## src/rtl/cbfp_block_ctrl_if.sv

```systemverilog
// ----------------------------------------------------------------------------
// cbfp_block_ctrl_if
//   Bundle of the signals between the CBFP block controller and its
//   environment.
//   master : drives valid_in / zero_cnt_in / rd_stall and observes the rest
//            (butterfly output side plus downstream datapath).
//   slave  : the controller itself.
//   Signals
//     valid_in      one 16-lane beat presented this cycle
//     zero_cnt_in   minimum leading-sign count of the current beat
//     rd_stall      downstream hold, freezes read sequencing
//     wr_en/wr_bank/wr_addr   buffer write strobe, bank and beat index
//     rd_en/rd_bank/rd_addr   buffer read strobe, bank and beat index
//     shift_amt/blk_exp       per-block right shift and exponent
//     valid_out     scaled beat valid at the datapath output
//     overflow_err  sticky flag, set when a beat was dropped
//     busy          any bank full or a read in progress
// ----------------------------------------------------------------------------
interface cbfp_block_ctrl_if #(
    parameter int cnt_size        = 5,
    parameter int beats_per_block = 4
);
    localparam int addr_w = (beats_per_block > 1) ? $clog2(beats_per_block) : 1;

    logic                valid_in;
    logic [cnt_size-1:0] zero_cnt_in;
    logic                rd_stall;
    logic                wr_en;
    logic                wr_bank;
    logic [addr_w-1:0]   wr_addr;
    logic                rd_en;
    logic                rd_bank;
    logic [addr_w-1:0]   rd_addr;
    logic [cnt_size-1:0] shift_amt;
    logic [cnt_size-1:0] blk_exp;
    logic                valid_out;
    logic                overflow_err;
    logic                busy;

    modport master (
        output valid_in, zero_cnt_in, rd_stall,
        input  wr_en, wr_bank, wr_addr, rd_en, rd_bank, rd_addr,
               shift_amt, blk_exp, valid_out, overflow_err, busy
    );

    modport slave (
        input  valid_in, zero_cnt_in, rd_stall,
        output wr_en, wr_bank, wr_addr, rd_en, rd_bank, rd_addr,
               shift_amt, blk_exp, valid_out, overflow_err, busy
    );
endinterface

```

## src/rtl/cbfp_block_ctrl.sv

```systemverilog
// ----------------------------------------------------------------------------
// cbfp_block_ctrl
//   Sequencer for the M0 CBFP stage. Groups input beats into blocks of
//   beats_per_block beats, steers them into a two-bank ping-pong buffer,
//   tracks the block-wide minimum zero count, and replays each completed
//   block with one shift amount / exponent.
//   Ports
//     clk  : clock, rising edge
//     rst  : synchronous active-high reset
//     bus  : cbfp_block_ctrl_if.slave (see interface header for signals)
// ----------------------------------------------------------------------------
module cbfp_block_ctrl #(
    parameter int cnt_size        = 5,
    parameter int din_size        = 23,
    parameter int dout_size       = 11,
    parameter int beats_per_block = 4
) (
    input  logic               clk,
    input  logic               rst,
    cbfp_block_ctrl_if.slave   bus
);
    localparam int addr_w = (beats_per_block > 1) ? $clog2(beats_per_block) : 1;

    localparam logic [0:0] st_idle = 1'b0;
    localparam logic [0:0] st_read = 1'b1;

    localparam logic [cnt_size-1:0] max_shift = cnt_size'(din_size - dout_size);
    localparam logic [addr_w-1:0]   last_addr = addr_w'(beats_per_block - 1);

    // Shift that brings the block's largest sample to the output width,
    // saturating when the block has more headroom than the stage needs.
    function automatic logic [cnt_size-1:0] shift_for(input logic [cnt_size-1:0] m);
        return max_shift - ((m > max_shift) ? max_shift : m);
    endfunction

    logic [0:0]          state_reg, state_next;
    logic                wr_bank_reg;
    logic [addr_w-1:0]   wr_addr_reg;
    logic [cnt_size-1:0] run_min_reg;
    logic                rd_bank_reg, rd_bank_next;
    logic [addr_w-1:0]   rd_addr_reg, rd_addr_next;
    logic [cnt_size-1:0] shift_reg, shift_next;
    logic                valid_out_reg;
    logic                overflow_reg;

    logic                rd_en_c;
    logic                final_read;
    logic                accept;
    logic                wr_en_c;
    logic                blk_done;
    logic [cnt_size-1:0] beat_min;

    logic [1:0]          full;
    logic [1:0]          eff_full;
    logic [cnt_size-1:0] eff_min [2];

    // ------------------------------------------------------------------
    // Write side (combinational strobes)
    // ------------------------------------------------------------------
    assign rd_en_c    = (state_reg == st_read) && !bus.rd_stall;
    assign final_read = rd_en_c && (rd_addr_reg == last_addr);
    // A full bank can take a new beat on the very cycle its last beat is
    // read out, which is what keeps continuous input from overflowing.
    assign accept     = !full[wr_bank_reg] || (final_read && (rd_bank_reg == wr_bank_reg));
    assign wr_en_c    = bus.valid_in && accept;
    assign blk_done   = wr_en_c && (wr_addr_reg == last_addr);
    assign beat_min   = (wr_addr_reg == '0) ? bus.zero_cnt_in :
                        ((run_min_reg < bus.zero_cnt_in) ? run_min_reg : bus.zero_cnt_in);

    // ------------------------------------------------------------------
    // Per-bank full flag and stored block minimum. eff_* also reflect a
    // block completing this cycle so the reader can start without an
    // extra bubble.
    // ------------------------------------------------------------------
    for (genvar gi = 0; gi < 2; gi++) begin : bank_g
        logic                full_reg;
        logic [cnt_size-1:0] min_reg;
        logic                completing;

        assign completing  = blk_done && (wr_bank_reg == 1'(gi));
        assign full[gi]    = full_reg;
        assign eff_full[gi] = full_reg || completing;
        assign eff_min[gi] = completing ? beat_min : min_reg;

        always_ff @(posedge clk) begin
            if (rst) begin
                full_reg <= 1'b0;
                min_reg  <= '0;
            end else begin
                // A new block landing wins over the clear of a drained bank.
                if (completing) begin
                    full_reg <= 1'b1;
                    min_reg  <= beat_min;
                end else if (final_read && (rd_bank_reg == 1'(gi))) begin
                    full_reg <= 1'b0;
                end
            end
        end
    end

    // ------------------------------------------------------------------
    // Read FSM next-state
    // ------------------------------------------------------------------
    always_comb begin
        state_next   = state_reg;
        rd_bank_next = rd_bank_reg;
        rd_addr_next = rd_addr_reg;
        shift_next   = shift_reg;
        case (state_reg)
            st_idle: begin
                if (eff_full[rd_bank_reg] && !bus.rd_stall) begin
                    state_next   = st_read;
                    rd_addr_next = '0;
                    shift_next   = shift_for(eff_min[rd_bank_reg]);
                end
            end
            st_read: begin
                if (rd_en_c) begin
                    if (final_read) begin
                        rd_bank_next = !rd_bank_reg;
                        rd_addr_next = '0;
                        if (eff_full[!rd_bank_reg]) begin
                            shift_next = shift_for(eff_min[!rd_bank_reg]);
                        end else begin
                            state_next = st_idle;
                        end
                    end else begin
                        rd_addr_next = rd_addr_reg + addr_w'(1);
                    end
                end
            end
            default: state_next = st_idle;
        endcase
    end

    always_ff @(posedge clk) begin
        if (rst) begin
            state_reg     <= st_idle;
            wr_bank_reg   <= 1'b0;
            wr_addr_reg   <= '0;
            run_min_reg   <= '0;
            rd_bank_reg   <= 1'b0;
            rd_addr_reg   <= '0;
            shift_reg     <= '0;
            valid_out_reg <= 1'b0;
            overflow_reg  <= 1'b0;
        end else begin
            state_reg     <= state_next;
            rd_bank_reg   <= rd_bank_next;
            rd_addr_reg   <= rd_addr_next;
            shift_reg     <= shift_next;
            valid_out_reg <= rd_en_c;
            if (wr_en_c) begin
                run_min_reg <= beat_min;
                if (blk_done) begin
                    wr_addr_reg <= '0;
                    wr_bank_reg <= !wr_bank_reg;
                end else begin
                    wr_addr_reg <= wr_addr_reg + addr_w'(1);
                end
            end
            if (bus.valid_in && !accept) begin
                overflow_reg <= 1'b1;
            end
        end
    end

    assign bus.wr_en        = wr_en_c;
    assign bus.wr_bank      = wr_bank_reg;
    assign bus.wr_addr      = wr_addr_reg;
    assign bus.rd_en        = rd_en_c;
    assign bus.rd_bank      = rd_bank_reg;
    assign bus.rd_addr      = rd_addr_reg;
    assign bus.shift_amt    = shift_reg;
    assign bus.blk_exp      = shift_reg;
    assign bus.valid_out    = valid_out_reg;
    assign bus.overflow_err = overflow_reg;
    assign bus.busy         = full[0] || full[1] || (state_reg == st_read);
endmodule

```

## src/flat_wrapper.sv

```systemverilog
// flat-port wrapper written by rule: the top's interface ports become plain ports
module cbfp_block_ctrl_flat 
#(
    parameter int cnt_size        = 5,
    parameter int din_size        = 23,
    parameter int dout_size       = 11,
    parameter int beats_per_block = 4
)
  (clk, rst, bus_valid_in, bus_zero_cnt_in, bus_rd_stall, bus_wr_en, bus_wr_bank, bus_wr_addr, bus_rd_en, bus_rd_bank, bus_rd_addr, bus_shift_amt, bus_blk_exp, bus_valid_out, bus_overflow_err, bus_busy);
  cbfp_block_ctrl_if #(.cnt_size(cnt_size), .beats_per_block(beats_per_block)) bus_i ();
  input  logic clk;
  input  logic rst;
  input wire logic [$bits(bus_i.valid_in)-1:0] bus_valid_in;
  input wire logic [$bits(bus_i.zero_cnt_in)-1:0] bus_zero_cnt_in;
  input wire logic [$bits(bus_i.rd_stall)-1:0] bus_rd_stall;
  output wire logic [$bits(bus_i.wr_en)-1:0] bus_wr_en;
  output wire logic [$bits(bus_i.wr_bank)-1:0] bus_wr_bank;
  output wire logic [$bits(bus_i.wr_addr)-1:0] bus_wr_addr;
  output wire logic [$bits(bus_i.rd_en)-1:0] bus_rd_en;
  output wire logic [$bits(bus_i.rd_bank)-1:0] bus_rd_bank;
  output wire logic [$bits(bus_i.rd_addr)-1:0] bus_rd_addr;
  output wire logic [$bits(bus_i.shift_amt)-1:0] bus_shift_amt;
  output wire logic [$bits(bus_i.blk_exp)-1:0] bus_blk_exp;
  output wire logic [$bits(bus_i.valid_out)-1:0] bus_valid_out;
  output wire logic [$bits(bus_i.overflow_err)-1:0] bus_overflow_err;
  output wire logic [$bits(bus_i.busy)-1:0] bus_busy;
  assign bus_i.valid_in = bus_valid_in;
  assign bus_i.zero_cnt_in = bus_zero_cnt_in;
  assign bus_i.rd_stall = bus_rd_stall;
  assign bus_wr_en = bus_i.wr_en;
  assign bus_wr_bank = bus_i.wr_bank;
  assign bus_wr_addr = bus_i.wr_addr;
  assign bus_rd_en = bus_i.rd_en;
  assign bus_rd_bank = bus_i.rd_bank;
  assign bus_rd_addr = bus_i.rd_addr;
  assign bus_shift_amt = bus_i.shift_amt;
  assign bus_blk_exp = bus_i.blk_exp;
  assign bus_valid_out = bus_i.valid_out;
  assign bus_overflow_err = bus_i.overflow_err;
  assign bus_busy = bus_i.busy;
  cbfp_block_ctrl #(.cnt_size(cnt_size), .din_size(din_size), .dout_size(dout_size), .beats_per_block(beats_per_block)) u_core (.clk(clk), .rst(rst), .bus(bus_i));
endmodule
```

## config.mk

```make
export PLATFORM = sky130hd
export DESIGN_NAME = cbfp_block_ctrl_flat
export DESIGN_NICKNAME = d
export VERILOG_FILES = /design/src/rtl/cbfp_block_ctrl_if.sv /design/src/rtl/cbfp_block_ctrl.sv /design/src/flat_wrapper.sv
export SDC_FILE = /design/constraint.sdc
export NUM_CORES = 1
export LEC_CHECK = 0
export ABC_AREA = 1
export CAP_MARGIN = 0
export CORE_MARGIN = 2
export CORE_UTILIZATION = 52
export DETAILED_ROUTE_END_ITERATION = 6
export GPL_TIMING_DRIVEN = 0
export PLACE_DENSITY = 0.76
export REMOVE_ABC_BUFFERS = 1
export SLEW_MARGIN = 15
export SYNTH_ARGS = -nofsm -noshare
export SYNTH_HDL_FRONTEND = slang
export SYNTH_SLANG_ARGS = --single-unit
export TNS_END_PERCENT = 5
```

## constraint.sdc

```tcl
create_clock -name clk -period 3 [get_ports clk]
set_clock_uncertainty 0.05 [all_clocks]
set_input_delay 0.45 -clock clk [delete_from_list [all_inputs] [get_ports clk]]
set_output_delay 0.45 -clock clk [all_outputs]
set_load 0.05 [all_outputs]
```

==> impl_metrics.yaml <==
outcome:
  status: "completed"
timing:
  finalHoldViolCount: 0
  rsz0062_at_grt: "yes"
  fmaxAchievable_ghz: 0.350
  relSlewSlack_pct: 49.5
  fin_crit_sh_pct: 95.3
  fin_setup_tns_ns: 0
  final-setup-viol-count: 0
  timing.final.ws_setup_ns: 0.140
  worst_pin_slew_ns: 0.755
  final_max_slew_viol_count: 0
  min_period_ns: 2.86
flow_run:
  maxCapViolCount: 0
yosys:
  synthTopCellsByArea: "dfxtp_1 (35%), nand2_1 (17%), inv_1 (6.1%)"
  synth_top_area_share_pct: 35.0
  syn_area_mm2: 0.00177
  ys_seq_area_share_pct: 35.0
  async_flop_share_pct: 0
  yosysWarnings: 0
  ys.flop_type: "dfxtp_1"
  synthTopCellsByCount: "nand2_1 (79), dfxtp_1 (31), inv_1 (29)"
  synth_top_cell_by_area: "dfxtp_1"
  ys_seq_elements: 31
  synth_area_per_cell_um2: 6.59
  syn-instance-count: 269
  synth.most_common_cell: "nand2_1"
  ys_types: 28
  synth_edf_count: 0
clocking:
  path_clk_slew_ns: 0.10
  root_buffer: "clkbuf_4"
  clock_sinks: 31
  cts_tree: "built"
  cts_htree_levels: 2
  cts-buffers-inserted: 5
  cts.path.max_buffers: 2
  clock_latency_ns: 0.34
pwr:
  p_int_uw: 580
  power_uw: 861
  p_sw_share_pct: 32.6
  power_frac_seq_pct: 50.7
  power.density_mw_per_mm2: 381
  leakagePower_nw: 1.02
  share_comb_of_total_power_pct: 21.2
  irDropWorstVdd_v: 0.000227
  power_frac_clock_pct: 28.1
  power_switching_uw: 281
floorplan:
  ios: 30
  die-area_mm2: 0.00389
  coreArea_mm2: 0.00331
  initial_core_util_pct: 53.6
  fp.dieW_um: 62.4
  die_y_um: 62.4
  core.rowCount: 21
setup_path:
  crit_fanout: 3
  cp_top_family: "simple AND/OR/NAND/NOR gates"
  start_kind: "input port"
  worstSetupPathType: "input port to flip-flop"
  slowest_stage: "clkdlybuf4s50_1"
  worst_path_most_repeated_cell: "nand2_1"
  end_kind: "flip-flop"
  crit_buf_inv: 6
  cpPeakStageDelay_ns: 0.45
  arrival_ns: 3.06
  worstPathCellList: "clkdlybuf4s50_1 > inv_1 > ha_4 > nand2_1 > nand2_1 > nor2_4 > buf_4 > nand4_1 > nand2_2 > nand2_1 > and2_1 > o21ai_2 > nand2_1 > nand3_1 > nand2_1 > inv_1 > ha_1 > inv_1 > nand2_1 > nand2_1 > o21ai_1 > inv_1"
  cp.required_ns: 3.20
placement:
  dp_hpwl_um: 2730
  place_congestion: 0.847
  pre_cts_slack_ns: -0.579
  placed_area_mm2: 0.00206
  place.port_buffers: 29
finish:
  diodes: 0
  final_core_util_pct: 68.3
  largest_register_ffs: 10
  area_growth_pct: 27.5
  fin_area_mm2: 0.00226
  nets: 321
  drive_gt1_share_pct: 13.8
drt:
  vias: 1797
  detail_route.first_pass.iterations: 4
  drc: 0
  wl_per_cell_um: 11.3
  drt_iter0_drc: 130
  wl_um: 3970
  antenna_left: 0
  via_per_inst: 5.12
global_route:
  grt_pass1_wl_um: 6750
  grt_start_max_net_pins: 20
  overflow: 0
  antenna_found_initial: 0
  track_usage_pct: 21.6
  grt_pass1_vias: 1526
hold_path:
  holdCritPathClass: "flip-flop to flip-flop"
==> power groups by stage <==
stage	Sequential [mW]	Clock (mW)	Combinational, mW
floorplan	0.468	0	0.0782
global placement	0.443	0	0.153
detailed placement	0.444	0	0.154
CTS	0.435	0.248	0.156
global route	0.439	0.270	0.202
finish	0.436	0.242	0.183
==> timing repair <==
item	CTS	global route
pin swaps	0	10
cloned	0	0
setup buffers	0	9
gates resized for setup	5	18
setup endpoints to repair	4	6
hold buffers	0	0
==> area by class of cell <==
class | count | area [um2]
Inverter | 35 | 131
Fill cell | 313 | 1050
Clock inverter | 3 | 15.0
Multi-Input combinational cell | 193 | 1040
Timing Repair Buffer | 38 | 353
Tap cell | 46 | 57.6
Clock buffer | 5 | 37.5
Sequential cell | 31 | 622
==> routing by layer <==
| layer | share of wire (%) | up-vias | GRT usage, % | wire length (um) |
|---|---|---|---|---|
| met2 | 47 | 39 | 35.6 | 1880 |
| met5 | 0 | - | 0 | 0 |
| met1 | 46 | 806 | 27.6 | 1830 |
| met3 | 4.8 | 6 | 5.41 | 189 |
| met4 | 1.6 | 0 | 7.50 | 62 |
| li1 | - | 946 | - | - |
==> cells in the final DEF, fill, tap and decap left out, types with 6 or more instances in the layout <==
cell	n
a21oi_1	14
buf_4	9
clkdlybuf4s50_1	28
dfxtp_1	30
ha_1	6
inv_1	29
nand2_1	76
nand3_1	19
nand4_1	7
nor2_1	22
o21ai_0	11
==> path summary, 6_finish.rpt <==
path                                        startpoint                                   end  slack [ns]  depth (start not counted)
setup reg to reg    u_core.bus.wr_addr[0]$_SDFFE_PP0P_    u_core.bus.blk_exp[2]$_SDFFE_PP0P_        0.27                         21
hold / removal    u_core.bus.overflow_err$_SDFFE_PP0P_  u_core.bus.overflow_err$_SDFFE_PP0P_        0.42                          1
hold reg to reg   u_core.bus.overflow_err$_SDFFE_PP0P_  u_core.bus.overflow_err$_SDFFE_PP0P_        0.42                          1
setup / recovery                    bus_zero_cnt_in[4]    u_core.bus.blk_exp[2]$_SDFFE_PP0P_        0.14                         22
==> stage by stage <==
step | hold slack [ns] | cells
global route | 0.458 | 351
finish | 0.425 | 351
global placement | 0.398 | 334
CTS | 0.430 | 342
floorplan | 0.399 | 259
detailed placement | 0.407 | 334
==> logic make-up after synthesis <==
kind of cell,after synthesis,synth area share (%)
adders and majority gates,8,5.65
AOI/OAI and AO/OA,47,15.5
and+or+nand+nor,138,33.3
DFF,31,35.0
buffers and inverters,45,10.6
(Power assumes the default switching activity.)
